===== src/rtl/fpu_ret_collect.sv =====
// rtl/fpu_ret_collect.sv - FPU/SIMD store-port completion collector with circular buffer
//
// Accepts up to three completion tokens per cycle from issue ports u1/u3/u5,
// packs them in port order into a DEPTH-entry circular buffer, and drains one
// token per cycle over a valid/ready handshake.
//
// Optional feature macro: FPRET_STICKY_EN (sticky FP exception flag register
// and flags_clr). When undefined, fpflags_sticky is tied to 0.
//
// Ports:
//   clk, rst                      clock, synchronous active-high reset
//   u1_ret/u3_ret/u5_ret  [13:0]  completion tags
//   u1_ret_en/u3_ret_en/u5_ret_en tag-valid strobes
//   FOOFL0/FOOFL1/FOOFL2  [5:0]   exception flags for u1/u3/u5
//   out_ret [13:0], out_flags [5:0], out_vld, out_rdy   head token handshake
//   stall                         fewer than 3 free entries
//   ovf                           sticky overflow (cleared only by rst)
//   flags_clr                     clears sticky flags
//   fpflags_sticky [5:0]          OR of accepted flags since last clear

module fpu_ret_collect #(
    parameter int DEPTH = 8
) (
    input  logic        clk,
    input  logic        rst,
    input  logic [13:0] u1_ret,
    input  logic [13:0] u3_ret,
    input  logic [13:0] u5_ret,
    input  logic        u1_ret_en,
    input  logic        u3_ret_en,
    input  logic        u5_ret_en,
    input  logic [5:0]  FOOFL0,
    input  logic [5:0]  FOOFL1,
    input  logic [5:0]  FOOFL2,
    output logic [13:0] out_ret,
    output logic [5:0]  out_flags,
    output logic        out_vld,
    input  logic        out_rdy,
    output logic        stall,
    output logic        ovf,
    input  logic        flags_clr,
    output logic [5:0]  fpflags_sticky
);

    localparam int AW = $clog2(DEPTH);

    logic [19:0]   mem [DEPTH];
    logic [AW-1:0] wr_ptr;
    logic [AW-1:0] rd_ptr;
    logic [AW:0]   count;

    logic [AW:0]   free;
    logic [AW:0]   n_str;
    logic [1:0]    pos3;
    logic [1:0]    pos5;
    logic          acc1;
    logic          acc3;
    logic          acc5;
    logic [1:0]    accepted;
    logic [5:0]    acc_flags;
    logic          deq;
    logic          drop;

    // Slot offsets compact the strobes so an idle port leaves no hole.
    // Free space comes from the registered count only; a same-cycle
    // dequeue never makes room for an incoming token.
    always_comb begin
        free      = (AW+1)'(DEPTH) - count;
        n_str     = (AW+1)'(u1_ret_en) + (AW+1)'(u3_ret_en) + (AW+1)'(u5_ret_en);
        pos3      = {1'b0, u1_ret_en};
        pos5      = pos3 + {1'b0, u3_ret_en};
        acc1      = u1_ret_en && (free != '0);
        acc3      = u3_ret_en && ((AW+1)'(pos3) < free);
        acc5      = u5_ret_en && ((AW+1)'(pos5) < free);
        accepted  = {1'b0, acc1} + {1'b0, acc3} + {1'b0, acc5};
        acc_flags = (acc1 ? FOOFL0 : 6'h00) | (acc3 ? FOOFL1 : 6'h00)
                  | (acc5 ? FOOFL2 : 6'h00);
        deq       = out_vld & out_rdy;
        drop      = n_str > free;
    end

    always_ff @(posedge clk) begin
        if (!rst) begin
            if (acc1) mem[wr_ptr]            <= {u1_ret, FOOFL0};
            if (acc3) mem[wr_ptr + AW'(pos3)] <= {u3_ret, FOOFL1};
            if (acc5) mem[wr_ptr + AW'(pos5)] <= {u5_ret, FOOFL2};
        end
    end

    always_ff @(posedge clk) begin
        if (rst) begin
            wr_ptr <= '0;
            rd_ptr <= '0;
            count  <= '0;
            ovf    <= 1'b0;
        end else begin
            wr_ptr <= wr_ptr + AW'(accepted);
            if (deq) rd_ptr <= rd_ptr + AW'(1);
            count  <= count + (AW+1)'(accepted) - (AW+1)'(deq);
            if (drop) ovf <= 1'b1;
        end
    end

    assign out_vld   = (count != '0);
    assign out_ret   = mem[rd_ptr][19:6];
    assign out_flags = mem[rd_ptr][5:0];
    assign stall     = count > (AW+1)'(DEPTH - 3);

`ifdef FPRET_STICKY_EN
    logic [5:0] sticky_q;

    // Clear takes effect before this cycle's accepted flags are ORed in.
    always_ff @(posedge clk) begin
        if (rst) sticky_q <= 6'h00;
        else     sticky_q <= (flags_clr ? 6'h00 : sticky_q) | acc_flags;
    end

    assign fpflags_sticky = sticky_q;
`else
    logic unused_sticky_inputs;
    assign unused_sticky_inputs = flags_clr ^ (^acc_flags);
    assign fpflags_sticky       = 6'h00;
`endif

endmodule

===== config.mk =====
export PLATFORM = sky130hd
export DESIGN_NAME = fpu_ret_collect
export DESIGN_NICKNAME = d
export VERILOG_FILES = /design/src/rtl/fpu_ret_collect.sv
export SDC_FILE = /design/constraint.sdc
export NUM_CORES = 1
export LEC_CHECK = 0
export CORE_MARGIN = 2
export CORE_UTILIZATION = 25
export CTS_BUF_LIST = sky130_fd_sc_hd__clkbuf_4
export CTS_CLUSTER_DIAMETER = 150
export DETAILED_ROUTE_END_ITERATION = 10
export PLACE_DENSITY = 0.42
export SETUP_SLACK_MARGIN = 0.4
export SLEW_MARGIN = 20
export SYNTH_ARGS = -nofsm -noshare
export SYNTH_HDL_FRONTEND = slang
export SYNTH_SLANG_ARGS = --single-unit

===== constraint.sdc =====
create_clock -name clk -period 7.4 [get_ports clk]
set_input_delay 1.11 -clock clk [delete_from_list [all_inputs] [get_ports clk]]
set_output_delay 1.11 -clock clk [all_outputs]
set_load 0.01 [all_outputs]

== Word-level counts from Yosys, hierarchy flattened ==
Memories as Yosys holds them, arrays and structs flattened. A register that Yosys moved wholly into a read port is not among the register bits.
Cells that the tools add are included.

* Memories kept: 1
* Latch bits: 0
* Input bits: 67
* Word-level logic and storage cells: 38
* Output and inout bits: 29
* Bits in registers: 11
* ROM bits: 0
* RAM bits: 160

* Add/sub/neg operators: 12
* Reductions and logical operators: 5
* Divide/modulo/power cells: 0
* Muxes and demuxes: 11
* Shifts and indexed selects: 0
* Order comparisons: 4
* Bitwise gates (word level): 1
* Equal/unequal tests: 0
* Multipliers: 0

{| class="wikitable"
|+ Memories
! name !! depth !! bits a word !! read ports !! clocked after Yosys merged registers in !! wr ports !! RTL line !! source
|-
| mem || 8 || 20 || 1 || 1 || 3 || 47 || <nowiki>logic [19:0] mem [DEPTH];</nowiki>
|}

{| class="wikitable"
|+ Operators with widths
! kind !! number
|-
| $mux 1 || 9
|-
| $reduce_bool 4->1 || 2
|-
| $add 1x1->2 || 3
|-
| $add 3x2->3 || 2
|-
| $mux 3 || 2
|-
| $add 4x2->4 || 1
|-
| $gt 3x4->1 || 1
|-
| $gt 4x3->1 const B || 1
|-
| $lt 1x4->1 || 1
|-
| $lt 2x4->1 || 1
|-
| $sub 4x1->4 || 1
|-
| $sub 4x4->4 const A || 1
|-
| $add 2x1->3 || 1
|-
| $add 3x1->3 || 1
|-
| $add 3x1->3 const B || 1
|-
| $logic_and 1x1->1 || 3
|-
| $add 2x1->2 || 1
|-
| $and 1x1->1 || 1
|}

== Logic depth before layout (Yosys ltp) ==
Gate-level depths: netlist of the first run.

* Word-level depth: 7
* Mapped depth: 14
* Depth with buffers taken out: 14

== Worst setup path before layout of the first run ==
Ideal clock, no wire load.

* Kind: input port to flip-flop
* Start: in rst
* End: mem mem[0][0] (enable)
* Arrival: 4094 ps
* Required time: 6931 ps
* Buffers on the path: 1
* Library setup time: 469 ps
* Cell stages on the path: 3
* Path slack: 2838 ps
* Cells stage by stage: clkbuf_1 -> or3_1 -> o311ai_0

{| class="wikitable"
|+ RTL lines
! what !! RTL line !! source
|-
| start, declared || 25 || <nowiki>input logic rst,</nowiki>
|-
| end, declared || 47 ||
|}

==> results by group, run 1 <==
Placed design
  – Port buffer count: 88
  – DP Area: 12,700 um^2
  – Gp weighted congestion: 0.721
  – DPL Wire Length: 23,300 um

Pwr
  – Pleak: 0.00447 uW
  – Pwr Density: 313 nW/um^2
  – Maximum vdd ir drop: 0.194 mV

Clocking
  – Post-CTS setup buffers: 0
  – CTS buffer count: 17
  – Max clock buf depth: 2
  – Clock sinks: 174
  – Reg clk slew, reported paths: 0.15 ns
  – Post-CTS Hold Buffers: 0
  – CTS H-tree depth: 4
  – Root buf cell: clkbuf_4
  – CTS resizes: 0
  – CTS tree: yes
  – Worst skew pair latency: 0.63 ns

Global routing
  – Gr ovfl total: 0
  – Initial antenna violation count: 3
  – GRT Overall Usage: 0.168
  – Largest net degree at the start of global routing: 41
  – First-pass GRT wire length: 56,000 um
  – Vias in the first global route: 8,050

Routing
  – Vias per std cell: 5.02
  – DRT iter0 DRCs: 581
  – Wirelength per Cell: 25.4 um
  – # DRC: 0
  – Detailed Routing Iterations Pass 1: 5
  – Remaining antenna violation count after routing: 0
  – Routed vias: 7,575
  – Final WL: 38,400 um

STA
  – Layout Skew: 0.0242 ns
  – FMAX: 233 MHz
  – Final TNS setup: 0 ns
  – Slew headroom: 0.280
  – Slew Limit Fails: 0
  – RSZ-0062 raised after global routing: no
  – Worst-Margin Slew: 1.08 ns
  – Fin Hold WS: 0.506 ns
  – Endpoints failing setup: 0
  – Post-route clock period utilization: 0.579
  – Minimum clock period: 4.29 ns
  – Final Hold Vio Count: 0

Die
  – Chip width: 215 um
  – Die height: 215 um
  – Row count: 77
  – Io pins: 96
  – Core footprint: 44,100 um^2
  – Initial Util: 0.252
  – Die area: 46,300 um^2

Finish
  – Most frequent cells in the layout: mux2_2, a22o_1, edfxtp_1
  – Share of cells above drive strength 1: 0.323
  – Nets@finish: 993
  – # fillers: 4,561
  – Design Area, Final: 13,000 um^2
  – Commonest non-fill, non-tap cell in the layout: mux2_2
  – Area grow syn2layout: 16.8%

Synth
  – Synth cell types: 40
  – FF+latch count, synth: 174
  – Synth top area share: 0.431
  – Top cells by area, synth: edfxtp_1, mux2_2, a22o_1
  – Sequential area share after synthesis: 0.457
  – Yosys top cell by area: edfxtp_1
  – Ys Warns: 0
  – Post-synth ARST share: 0
  – Post-Syn Area per Cell: 13.1 um^2
  – Synth Flop Type: edfxtp_1
  – Post-synth EDFFs: 160
  – Mapped Area: 11,100 um^2
  – Post-Synthesis Cells: 848

Worst setup path
  – Register-to-register setup slack: 3.63 ns
  – Crit path DAT: 3.18 ns
  – Worst reg2reg endpoint: count[2]$_SDFF_PP0_
  – FF-to-FF Start: count[0]$_SDFF_PP0_
  – Critical Path RT: 6.29 ns
  – Critical path capture point: out_flags[2]
  – Crit path kind: reg2out
  – R2R depth: 14
  – CP endpoint kind: output port
  – Worst-path maximum fanout: 40
  – Crit path launch type: flip-flop

Flow run
  – Max-Cap Viols: 0

Run status
  – Outcome: finished clean

Hold path
  – Kind of path behind the tightest hold check: reg2reg
## state kept, by name, summed over array words and instances, names as in the netlist, named ones only
register  cells
rd_ptr        3
wr_ptr        3
ovf           1
count         4
mem         160
## critical path, stage by stage (launching register included)
cell,delay (ns)
dfxtp_4,0.36
buf_4,0.71
mux4_2,0.62
mux2_2,0.28
clkdlybuf4s50_1,0.51
## metal layers
layer	GRT usage	vias up	share of wire
met5	0	-	0.00052
met4	0.0485	4	0.017
met3	0.0242	35	0.041
met2	0.268	199	0.46
met1	0.237	3890	0.48
li1	-	3447	-
## power breakdown
part / total (uW) / switching (uW) / internal (uW)
Sequential: 1440 / 98.8 / 1340
Combinational: 2040 / 1160 / 878
Clock: 588 / 382 / 206
## layout make-up
| cell class | count | area (um^2) | area share |
|---|---|---|---|
| well taps | 592 | 741 | 0.0570 |
| diodes | 1 | 2.50 | 0.000192 |
| flip-flops and latches | 174 | 5090 | 0.392 |
| clock inverters | 15 | 160 | 0.0123 |
| multi-input cells | 566 | 5640 | 0.434 |
| inverters | 16 | 60.1 | 0.00462 |
| clock buffers | 17 | 128 | 0.00981 |
| repair buffers | 129 | 1180 | 0.0910 |
## worst min path at each step
stage	end	depth (start not counted)	start	slack, ns
after floorplan	flip-flop	2	rd_ptr[2]$_SDFFE_PP0P_	0.48
after global placement	ovf$_SDFFE_PP0N_	2	ovf$_SDFFE_PP0N_	0.47
after detailed placement	ovf$_SDFFE_PP0N_	2	ovf$_SDFFE_PP0N_	0.46
after CTS	ovf$_SDFFE_PP0N_	2	ovf$_SDFFE_PP0N_	0.51
after global routing	ovf$_SDFFE_PP0N_	2	ovf$_SDFFE_PP0N_	0.53
final	ovf$_SDFFE_PP0N_	2	ovf$_SDFFE_PP0N_	0.51
## cells by family (layout without fill, tap and decap cells)
family          after synthesis  after routing  share of synthesized area
compound gates              196            196                      0.151
xor+xnor                     10             10                    0.00786
fa+ha+maj                    22             22                     0.0274
buf+inv                     113            177                     0.0444
flops                       174            174                      0.457
mux                         221            221                      0.264
other cells                   1              7                   0.000337
simple gates                111            111                     0.0484
## Yosys cell counts (2+ instances only)
| cell type | n |
|---|---|
| mux2_2 | 171 |
| o21ai_0 | 3 |
| xnor2_1 | 4 |
| a21o_1 | 2 |
| buf_4 | 6 |
| buf_2 | 38 |
| nand3b_1 | 5 |
| clkbuf_1 | 41 |
| nand2_1 | 8 |
| inv_1 | 16 |
| nand2b_1 | 23 |
| nor2_1 | 59 |
| o311ai_0 | 2 |
| buf_1 | 12 |
| edfxtp_1 | 160 |
| dfxtp_1 | 14 |
| a22o_1 | 160 |
| and2_1 | 3 |
| nor2b_1 | 3 |
| o211ai_1 | 14 |
| a21oi_1 | 6 |
| fa_1 | 4 |
| nand3_1 | 4 |
| xor2_1 | 6 |
| or3_1 | 2 |
| ha_1 | 18 |
| a21boi_1 | 4 |
| mux2_1 | 9 |
| mux4_2 | 40 |
## stage by stage
stage               setup slack, ns  utilization  cells  power, uW
floorplan                      2.84            -    853       2710
global placement               2.64        0.288   1474       3510
detailed placement             2.66        0.288   1476       3520
CTS                            2.91        0.295   1508       4120
global route                   2.87        0.295   1510       4310
finish                         3.11        0.295   1510       4070
No activity file was read; power rests on OpenSTA's default activity.
==> run 2: changes to the inputs <==
==> constraint.sdc (replaced) <==
create_clock -name clk -period 4.3 [get_ports clk]
set_input_delay 0.645 -clock clk [delete_from_list [all_inputs] [get_ports clk]]
set_output_delay 0.645 -clock clk [all_outputs]
set_load 0.01 [all_outputs]
==> results by group, run 2 (synthesis results as in run 1) <==
Run status
  – Outcome: finished clean

Finish
  – Commonest non-fill, non-tap cell in the layout: mux2_2
  – Area grow syn2layout: 18.2%
  – Biggest regs: mem (160), count (4)
  – Max reg flops: 160 (unchanged)
  – Top reg by flops: mem
  – Most frequent cells in the layout: mux2_2, a22o_1, edfxtp_1
  – Final non-filler cell total: 1,527 (+1.1%)
  – Design Area, Final: 13,200 um^2 (+1.2%)
  – Nets@finish: 1,010 (+1.7%)
  – Final core utilization: 0.298 (+0.00352)
  – Share of cells above drive strength 1: 0.331 (+0.00804)

STA
  – Slew Limit Fails: 0 (unchanged)
  – Fin Hold WS: 0.499 ns (-0.00649 ns)
  – Slew headroom: 0.251 (-0.0290)
  – Final TNS setup: 0 ns (unchanged)
  – Post-route clock period utilization: 0.840
  – Minimum clock period: 3.61 ns
  – FMAX: 277 MHz
  – Final Hold Vio Count: 0 (unchanged)
  – RSZ-0062 raised after global routing: no
  – Worst-Margin Slew: 1.12 ns (+0.0467 ns)
  – Endpoints failing setup: 0 (unchanged)
  – Layout Skew: 0.0297 ns (+0.00553 ns)

Placed design
  – Cell Count Post-Placement: 1,494 (+1.2%)
  – DPL Wire Length: 24,700 um (+6.1%)
  – DP Area: 12,900 um^2 (+1.7%)
  – Gp weighted congestion: 0.744 (+3.2%)
  – Port buffer count: 88 (unchanged)

Worst setup path
  – Crit path launch type: flip-flop
  – Critical Path Max Stage Delay: 0.59 ns (-0.12 ns)
  – Cell family with most CP delay: adder cells
  – Crit path kind: reg2reg
  – Critical Path RT: 4.83 ns (-1.46 ns)
  – Worst-path maximum fanout: 9 (-78%)
  – CP startpoint: count[0]$_SDFF_PP0_
  – FF-to-FF Start: count[0]$_SDFF_PP0_
  – Crit path max-delay cell type: dfxtp_1
  – Crit path DAT: 4.14 ns (+0.96 ns)
  – WP buf/inv: 3 (+1)
  – CP endpoint kind: flip-flop
  – Worst path cell trace: inv_1 > ha_1 > or3b_1 > o31a_1 > o21ai_0 > fa_1 > ha_1 > inv_1 > ha_1 > inv_1 > fa_1 > xor2_1 > nor2_1

Die
  – Die area: 46,300 um^2 (unchanged)
  – Row count: 77 (unchanged)
  – Core footprint: 44,100 um^2 (unchanged)
  – Initial Util: 0.252 (unchanged)
  – Die height: 215 um (unchanged)
  – Chip width: 215 um (unchanged)
  – Io pins: 96 (unchanged)

Pwr
  – Logic pwr share: 0.509 (+0.007)
  – Maximum vdd ir drop: 0.278 mV (+43%)
  – Internal: 4200 uW (+73%)
  – Pleak: 0.00456 uW (+1.9%)
  – Sequential share of power: 0.361 (+0.007)
  – Clock group share of total power: 0.130 (-0.014)
  – Sw power: 2790 uW (+70%)
  – Net Sw Frac: 0.399 (-0.00463)
  – Pwr Density: 532 nW/um^2 (+70%)

Global routing
  – Initial antenna violation count: 3 (unchanged)
  – Vias in the first global route: 8,048 (-0.025%)
  – Gr ovfl total: 0 (unchanged)
  – Largest net degree at the start of global routing: 41 (unchanged)
  – GRT Overall Usage: 0.172 (+0.00421)
  – First-pass GRT wire length: 57,200 um (+2.2%)

Clocking
  – CTS resizes: 0 (unchanged)
  – CTS H-tree depth: 4 (unchanged)
  – Max clock buf depth: 2 (unchanged)
  – Worst skew pair latency: 0.62 ns (about the same)
  – Post-CTS Hold Buffers: 0 (unchanged)
  – Reg clk slew, reported paths: 0.15 ns (about the same)
  – CTS buffer count: 17 (unchanged)
  – Post-CTS setup buffers: 0 (unchanged)
  – CTS tree: yes
  – Clock sinks: 174 (unchanged)
  – Root buf cell: clkbuf_4

Routing
  – Wirelength per Cell: 25.9 um (+1.7%)
  – # DRC: 0 (unchanged)
  – Detailed Routing Iterations Pass 1: 5 (unchanged)
  – Remaining antenna violation count after routing: 0 (unchanged)
  – Vias per std cell: 5.04 (+0.45%)
  – Routed vias: 7,695 (+1.6%)
  – Final WL: 39,500 um (+2.9%)
  – DRT iter0 DRCs: 496 (-15%)

Hold path
  – Kind of path behind the tightest hold check: reg2reg
  – Hold_sp: ovf$_SDFFE_PP0N_

Flow run
  – Max-Cap Viols: 0 (unchanged)
## run 2: cell types whose count changed in the layout (fill, tap and decap cells not counted), moves of 2 or more
| cell | change |
|---|---|
| buf_4 | +14 |
| buf_12 | +4 |
| inv_6 | -4 |
| clkinv_1 | +3 |
| clkinv_2 | +2 |
| o311ai_2 | -2 |
| o311ai_4 | +2 |
## run 2: power groups by stage
stage | logic (uW) | clock network [uW] | registers [uW]
floorplan | 2230 | 0 | 2430
global placement | 3590 | 0 | 2570
detailed placement | 3580 | 0 | 2580
CTS | 3600 | 941 | 2540
global route | 3860 | 996 | 2570
finish | 3560 | 909 | 2530
## run 2: final cells by class
class,count,area (um^2)
Antenna cell,1,2.50
Timing Repair Buffer,146,1370
Multi-Input combinational cell,566,5660
Inverter,16,60.1
Clock inverter,13,97.6
Fill cell,4544,31000
Tap cell,592,741
Clock buffer,19,143
Sequential cell,174,5090
## run 2: stage by stage
stage                     power (uW)  setup slack (ns)
after global placement          6160             0.306
after floorplan                 4660             0.789
after detailed placement        6160             0.314
final                           7000             0.688
after global routing            7430             0.407
after CTS                       7080             0.605
## run 2: worst reg2reg max path, stage by stage, from the launching register on
cell     delay [ns]
dfxtp_1        0.59
inv_1          0.09
ha_1           0.25
or3b_1         0.45
o31a_1         0.24
o21ai_0        0.28
fa_1           0.49
ha_1           0.28
inv_1          0.06
ha_1           0.15
inv_1          0.05
fa_1           0.37
xor2_1         0.17
nor2_1         0.05
## run 2: metal layers
metal / vias up / wire length (um) / track usage
li1: 3487 / - / -
met1: 3917 / 17400 / 0.228
met4: 2 / 713 / 0.0494
met2: 243 / 19200 / 0.289
met5: - / 11 / 0
met3: 46 / 2140 / 0.0286
## run 2: final timing paths
check                                            to  cells past startpoint  slack [ns]
worst max-delay path            count[2]$_SDFF_PP0_                     13        0.69
worst max register to register  count[2]$_SDFF_PP0_                     13        0.69
worst min-delay path               ovf$_SDFFE_PP0N_                      2        0.50
worst min register to register     ovf$_SDFFE_PP0N_                      2        0.50
